`src/rtl/fetch_sequencer.sv`:
```
// fetch_sequencer: fetch PC owner that sequences EX redirects, flush windows and FIFO parking.
// Optional perf counters are built when FETCH_SEQ_PERF_EN is defined; otherwise the perf ports read 0.

package cpuPkg;
    localparam int PC_WIDTH = 16;
    typedef enum logic [2:0] {BR_NONE, BR_Z, BR_NZ, BR_N, BR_JMP, BR_FIFO} Branch;
endpackage

module fetch_sequencer
    import cpuPkg::*;
#(
    parameter logic [PC_WIDTH-1:0] RESET_PC    = '0,
    parameter int unsigned         FLUSH_DEPTH = 2,
    parameter int unsigned         CNT_WIDTH   = 32
) (
    input  logic                 clk,
    input  logic                 rst,
    output logic [PC_WIDTH-1:0]  pc,
    output logic                 fetch_en,
    output logic                 flush,
    input  logic                 ex_valid,
    input  logic [PC_WIDTH-1:0]  ex_pc,
    input  Branch                ex_branch_type,
    input  logic [PC_WIDTH-1:0]  bc_next_pc,
    input  logic                 stall_in,
    input  logic                 fifo_ready,
    output logic [CNT_WIDTH-1:0] perf_redirects,
    output logic [CNT_WIDTH-1:0] perf_fifo_cycles,
    output logic [CNT_WIDTH-1:0] perf_stall_cycles
);
    typedef enum logic [1:0] {RUN, REDIRECT, FIFO_WAIT} state_t;

    state_t              state, state_n;
    logic [3:0]          cnt, cnt_n;
    logic [PC_WIDTH-1:0] pc_n;
    logic                fifo_park, redirect;

    assign fifo_park = ex_valid && ex_branch_type == BR_FIFO && !fifo_ready;
    assign redirect  = ex_valid && ex_branch_type != BR_FIFO && bc_next_pc != ex_pc + PC_WIDTH'(1);

    // state, pc and flush-window counter registers
    always_ff @(posedge clk) begin
        if (rst) begin
            state <= RUN;
            pc    <= RESET_PC;
            cnt   <= '0;
        end else begin
            state <= state_n;
            pc    <= pc_n;
            cnt   <= cnt_n;
        end
    end

    // next state and combinational fetch controls; reset forces both controls low
    always_comb begin
        state_n  = state;
        pc_n     = pc;
        cnt_n    = cnt;
        flush    = 1'b0;
        fetch_en = 1'b0;
        case (state)
            RUN: begin
                if (fifo_park) begin
                    flush   = 1'b1;
                    pc_n    = ex_pc;
                    state_n = FIFO_WAIT;
                end else if (redirect) begin
                    flush    = 1'b1;
                    fetch_en = 1'b1;
                    pc_n     = bc_next_pc;
                    cnt_n    = 4'(FLUSH_DEPTH);
                    state_n  = REDIRECT;
                end else if (!stall_in) begin
                    fetch_en = 1'b1;
                    pc_n     = pc + PC_WIDTH'(1);
                end
            end
            REDIRECT: begin
                flush    = 1'b1;
                fetch_en = 1'b1;
                pc_n     = pc + PC_WIDTH'(1);
                cnt_n    = cnt - 4'd1;
                state_n  = cnt == 4'd1 ? RUN : REDIRECT;
            end
            FIFO_WAIT: begin
                flush = 1'b1;
                if (fifo_ready) begin
                    fetch_en = 1'b1;
                    pc_n     = pc + PC_WIDTH'(1);
                    cnt_n    = 4'(FLUSH_DEPTH);
                    state_n  = REDIRECT;
                end
            end
            default: state_n = RUN;
        endcase
        if (rst) begin
            flush    = 1'b0;
            fetch_en = 1'b0;
        end
    end

`ifdef FETCH_SEQ_PERF_EN
    logic [CNT_WIDTH-1:0] red_q, fif_q, stl_q;

    // saturating perf counters, cleared by reset
    always_ff @(posedge clk) begin
        if (rst) begin
            red_q <= '0;
            fif_q <= '0;
            stl_q <= '0;
        end else begin
            if (state == RUN && redirect && red_q != '1)
                red_q <= red_q + CNT_WIDTH'(1);
            if (state == FIFO_WAIT && fif_q != '1)
                fif_q <= fif_q + CNT_WIDTH'(1);
            if (state == RUN && !fifo_park && !redirect && stall_in && stl_q != '1)
                stl_q <= stl_q + CNT_WIDTH'(1);
        end
    end

    assign perf_redirects    = red_q;
    assign perf_fifo_cycles  = fif_q;
    assign perf_stall_cycles = stl_q;
`else
    assign perf_redirects    = {CNT_WIDTH{1'b0}};
    assign perf_fifo_cycles  = {CNT_WIDTH{1'b0}};
    assign perf_stall_cycles = {CNT_WIDTH{1'b0}};
`endif

endmodule

```
`config.mk`:
```
export PLATFORM = sky130hd
export DESIGN_NAME = fetch_sequencer
export DESIGN_NICKNAME = d
export VERILOG_FILES = /design/src/rtl/fetch_sequencer.sv
export SDC_FILE = /design/constraint.sdc
export NUM_CORES = 1
export LEC_CHECK = 0
export ABC_AREA = 1
export CORE_ASPECT_RATIO = 0.6
export CORE_MARGIN = 2
export CORE_UTILIZATION = 39
export DETAILED_ROUTE_END_ITERATION = 12
export PLACE_DENSITY_LB_ADDON = 0.15
export SKIP_LAST_GASP = 1
export SLEW_MARGIN = 20
export SYNTH_ARGS = -nofsm -noshare
export SYNTH_HDL_FRONTEND = slang
export SYNTH_SLANG_ARGS = --single-unit
export TNS_END_PERCENT = 30
```
`constraint.sdc`:
```
create_clock -name clk -period 2.2 [get_ports clk]
set_input_delay 0.44 -clock clk [delete_from_list [all_inputs] [get_ports clk]]
set_output_delay 0.44 -clock clk [all_outputs]
set_load 0.05 [all_outputs]
```
# Word-level counts from Yosys, hierarchy flattened
# Index checks and enable logic that the tools add are counted.
[classes] n_addsub=3 mul=0 div=0 order_cmp=0 n_eq_ne=11 n_shift=0 n_mux=24 bitwise=0 n_reduce_logical=11
[op_table] cell="16-bit 2-to-1 mux" n=4
[op_table] cell="16-bit case mux with 3 select lines" n=1
[op_table] cell="16-bit by 1-bit adder with 16-bit output (second input constant)" n=2
[op_table] cell="16-bit != test" n=1
[op_table] cell="4-bit 2-to-1 mux" n=3
[op_table] cell="4-bit case mux with 3 select lines" n=1
[op_table] cell="1-bit 2-to-1 mux" n=9
[op_table] cell="2-bit 2-to-1 mux" n=3
[op_table] cell="2-bit != test (second input constant)" n=3
[op_table] cell="3-bit != test (second input constant)" n=2
[op_table] cell="2-bit case mux with 3 select lines" n=1
[op_table] cell="4-bit by 1-bit equality test with 1-bit output (second input constant)" n=1
[op_table] cell="1-bit logical AND" n=4
[op_table] cell="4-bit != test (second input constant)" n=1
[op_table] cell="4-bit AND reduction" n=1
[op_table] cell="4-bit by 1-bit subtractor with 4-bit output (second input constant)" n=1
[op_table] cell="3-bit equality test (second input constant)" n=1
[op_table] cell="1-bit case mux with 3 select lines" n=1
[op_table] cell="3-bit AND reduction" n=1
[op_table] cell="3-bit nonzero test" n=1
[op_table] cell="2-bit by 1-bit equality test with 1-bit output (second input constant)" n=1
[op_table] cell="2-bit equality test (second input constant)" n=1
[op_table] cell="2-bit logical NOT" n=1
[op_table] cell="1-bit case mux with 2 select lines" n=1
[op_table] cell="3 further kinds" n=3
[totals] ff_bits=22 latch_bits=0 ramBits=0 romBits=0 input_bits=40 out_inout_bits=114 wordCells=52 n_memories=0

# Longest topological paths before layout
# Gate-level depths: netlist (run 1).
[logic_depth] depth_word=7 ltp_mapped=19 mapped_depth_nobuf=18

# Worst setup path before layout (run 1)
# Ideal clock, no wire load.
[synth_path] path_kind="input -> output" start="in ex_pc[0]" end="out fetch_en" t_arrival_ns=2.421 required_ns=1.760 path_slack_ns=-0.661 stages=13 path_buffers=1 cell_sequence="ha_1 > nand2_2 > nor2_4 > nand2_1 > xnor2_2 > nand3_1 > nor2_1 > nand2_1 > o21bai_4 > buf_2 > nand2_1 > nand2_1 > a21oi_1"
[synth_between] elab_chain_len=7
[synth_rtl] element="start: declaration" line="22" rtl="input logic [PC_WIDTH-1:0] ex_pc,"
[synth_rtl] element="16-bit by 1-bit adder with 16-bit output" line="39" rtl="assign redirect = ex_valid && ex_branch_type != BR_FIFO && bc_next_pc != ex_pc + PC_WIDTH'(1);"
[synth_rtl] element="16-bit != test" line="39"
[synth_rtl] element="1-bit logical AND" line="39"
[synth_rtl] element="1-bit 2-to-1 mux" line="67" rtl="end else if (redirect) begin"
[synth_rtl] element="1-bit 2-to-1 mux" line="63" rtl="if (fifo_park) begin"
[synth_rtl] element="1-bit case mux with 3 select lines" line="61" rtl="case (state)"
[synth_rtl] element="1-bit 2-to-1 mux" line="96" rtl="if (rst) begin"
[synth_rtl] element="end: declaration" line="19" rtl="output logic fetch_en,"
# Every way passes these cells.

# Final worst setup path (run 1)
# Ends and elaborated chain as after synthesis.

==> results of run 1 <==
registers in the layout, indices dropped and copies added, names as in the netlist:
name / cells
state: 2
pc: 16
cnt: 4
power by group through the flow:
stage	clock network, mW	logic, mW	registers, mW
after floorplan	0	0.986	0.658
after global placement	0	1.39	0.523
after CTS	0.528	1.43	0.516
after global routing	0.546	1.57	0.528
after detailed placement	0	1.40	0.524
final	0.514	1.45	0.518
metal layers:
metal	vias to the layer above	wire length (µm)	track usage, %	part of all wire, %
met5	-	0	0	0
met4	0	19	1.24	0.19
met1	1671	5120	34.2	51
met2	125	4100	30.6	41
met3	4	726	4.19	7.3
li1	1838	-	-	-
cells by family (layout without fill, tap and decap cells):
group	Yosys count	count (layout)	synth area share (%)
simple gates	288	289	37.8
xor+xnor	26	26	6.97
other cells	1	96	0.111
fa+ha+maj	8	8	2.97
compound gates	46	46	7.79
flops	22	22	13.1
buf+inv	181	212	31.3
worst register-to-register path, stage by stage (launching register included):
cell and delay [ns]:
dfxtp_1 0.38, ha_1 0.19, nand3_1 0.13, nor3_2 0.24, nand4_1 0.16, nor2_2 0.16, nand2_2 0.12, nor2_1 0.13
xor2_1 0.20, nand2_1 0.07, nand3_1 0.07, a21oi_1 0.06, nor2_1 0.07
stage by stage:
stage	TNS (ns)	power (mW)
detailed placement	-19.94	1.92
CTS	-0.688	2.47
finish	-0.581	2.48
global route	-3.15	2.64
global placement	-18.55	1.91
floorplan	-0.658	1.64
timing repair:
action,in CTS,in global routing
endpoints found under the setup margin,24,24
pin swaps,34,22
cloned,1,0
setup buffers,2,2
gates resized for setup,108,30
Yosys cell counts, types with 2 or more instances:
cell / count / share of area [%]
o21ai_1: 2 / 0.30
nand3_1: 58 / 8.6
dfxtp_1: 22 / 13
a21oi_1: 24 / 3.6
buf_6: 2 / 0.67
or2_2: 2 / 0.37
inv_1: 72 / 8.0
o21bai_1: 3 / 0.67
nand4_1: 7 / 1.3
xnor2_1: 5 / 1.3
nand2_4: 2 / 0.67
buf_2: 2 / 0.30
nand2_2: 5 / 0.93
ha_1: 8 / 3.0
o21ai_0: 13 / 1.9
nor2_2: 3 / 0.56
nor3_1: 3 / 0.44
clkbuf_1: 5 / 0.56
buf_1: 2 / 0.22
nor2_1: 40 / 4.5
xor2_1: 20 / 5.2
nand2_1: 158 / 18
nor2_4: 2 / 0.67
nand3b_1: 4 / 0.89
buf_4: 96 / 21
path summary, 6_finish.rpt:
| path | startpoint | endpoint | depth (start not counted) |
|---|---|---|---|
| hold / removal | cnt[3] | cnt[3] | 2 |
| hold reg to reg | cnt[3] | cnt[3] | 2 |
| setup reg to reg | pc[1] | pc[12] | 12 |
| setup / recovery | ex_pc[0] | fetch_en | 16 |
cell type report:
class / instances / area share [%]
clock buffer: 3 / 1.64
clock inverter: 1 / 0.656
inverter: 74 / 6.07
multi-input combinational: 465 / 53.9
sequential: 22 / 9.65
tap: 112 / 3.06
timing repair buffer: 134 / 25.0
==> metrics.csv, run 1 <==
metric;value;unit
number of global-route vias before repair;3269;
Finished Cell Area;4580;µm²
Min Hold Slack;0.491;ns
Max Freq;0.402;GHz
Die W;124;µm
global-route wire length before repair;16.0;mm
clk buf depth;2;
Worst Path Required;1.76;ns
vias per cell;4.49;
initial antenna violation count;0;
Layout Skew;0.00591;ns
CP max stage delay;0.20;ns
setup slack, reg-to-reg;0.15;ns
drt initial violations;244;
sw frac;49.2;%
Core Util, Final;54.1;%
Final Cycle Share;113;%
DR WL/cell;12.3;µm
non-filler cells, final;811;
crit start category;input pin;
H-tree Lvls;1;
worst hold path class;reg -> reg;
clk slew on worst S/H paths;0.06;ns
Max-cap violations;0;
GRT overflow;0;
WL final;9.96;mm
RSZ-0062 raised after global routing;yes;
CP dominant cell by count;nand2_2;
Seq/Total Area, Yosys;13.1;%
Sink Count;22;
Reg power frac;20.9;%
top_reg_cell synth;dfxtp_1;
run status;finished with violations;
critical-path cell list;buf_8 -> ha_4 -> nand2_4 -> nor2_4 -> nand2_2 -> nand2_2 -> nand2_1 -> nand2_1 -> nand2_1 -> nor2_2 -> nand3_2 -> o21bai_4 -> nand2_2 -> nand2_2 -> a21oi_4 -> buf_6;
area grow syn2layout;35.7;%
sw power;1.22;mW
fillers;877;
crit path DAT;2.05;ns
Critical path buffers and inverters;2;
Setup WS post-layout;-0.289;ns
CP Capture Type;output port;
Slew @ Worst Pin;0.629;ns
cts bufs inserted;3;
pre-CTS setup slack;-0.935;ns
share of cells above drive strength 1;23.7;%
Chip Height;76.0;µm
share of total power in combinational logic;58.4;%
post-synthesis cell area;3370;µm²
area taken by multi-input logic gates;2470;µm²
Internal Pwr Total;1.26;mW
Mean Syn Cell Area;5.90;µm²
Max VDD drop;272;µV
Starting Density;39.9;%
core area;8460;µm²
instance area at placement;4280;µm²
# DRC;0;
Gate Count Post-Synth;572;
clk_lat worst skew;0.26;ns
Slowest cell on crit path;o21bai_4;
Root Driver;clkbuf_16;
power share of the clock group;20.7;%
ant diodes;0;
max-slew violation count;0;
Final Wtd Congestion;0.905;
post-synthesis register bit count;22;
pwr dens;542;nW/µm²
min Tclk post-route;2.49;ns
antenna viol nets, final;0;
CTS tree;yes;
most common cell after layout, fill and taps aside;nand2_1;
CP delay by family, top;simple AND/OR/NAND/NOR gates;
Worst slew margin;57.9;%
async set-reset flop share out of synthesis;0;%
I/O pin count;154;
Die Footprint;9430;µm²
row count;26;
pin count of the biggest net entering global routing;26;
register area;442;µm²
leak pwr;2.47;nW
EDFF count, synth;0;
commonest non-fill, non-tap cells in the layout;135 x nand2_1, 96 x conb_1, 71 x buf_4, 70 x inv_1, 56 x nand3_1;
GRT Total Usage;21.4;%
placed cells;803;
HPWL Detailed;8.33;mm
Buffers on Ports;57;
vias after detailed routing;3638;
synth warn;0;
Fin. Hold Viols;0;
drt first pass iters;5;
CTS Hold Bufs;0;
worst-path maximum fanout;7;
crit path kind;in -> out;
Synth cell types;37;
Final setup viols;4;
nets;748;
violations in the final reports;setup timing;
Power figures use the tool's default switching activity.
==> inputs of run 2 (changes only) <==
--- a/config.mk
+++ b/config.mk
@@ -9,6 +9,7 @@
 export CORE_ASPECT_RATIO = 0.6
 export CORE_MARGIN = 2
 export CORE_UTILIZATION = 39
+export CTS_CLUSTER_DIAMETER = 30
 export DETAILED_ROUTE_END_ITERATION = 12
 export PLACE_DENSITY_LB_ADDON = 0.15
 export SKIP_LAST_GASP = 1
==> results of run 2 <==
The final DEF is identical to that of run 1; final timing and power are the same.
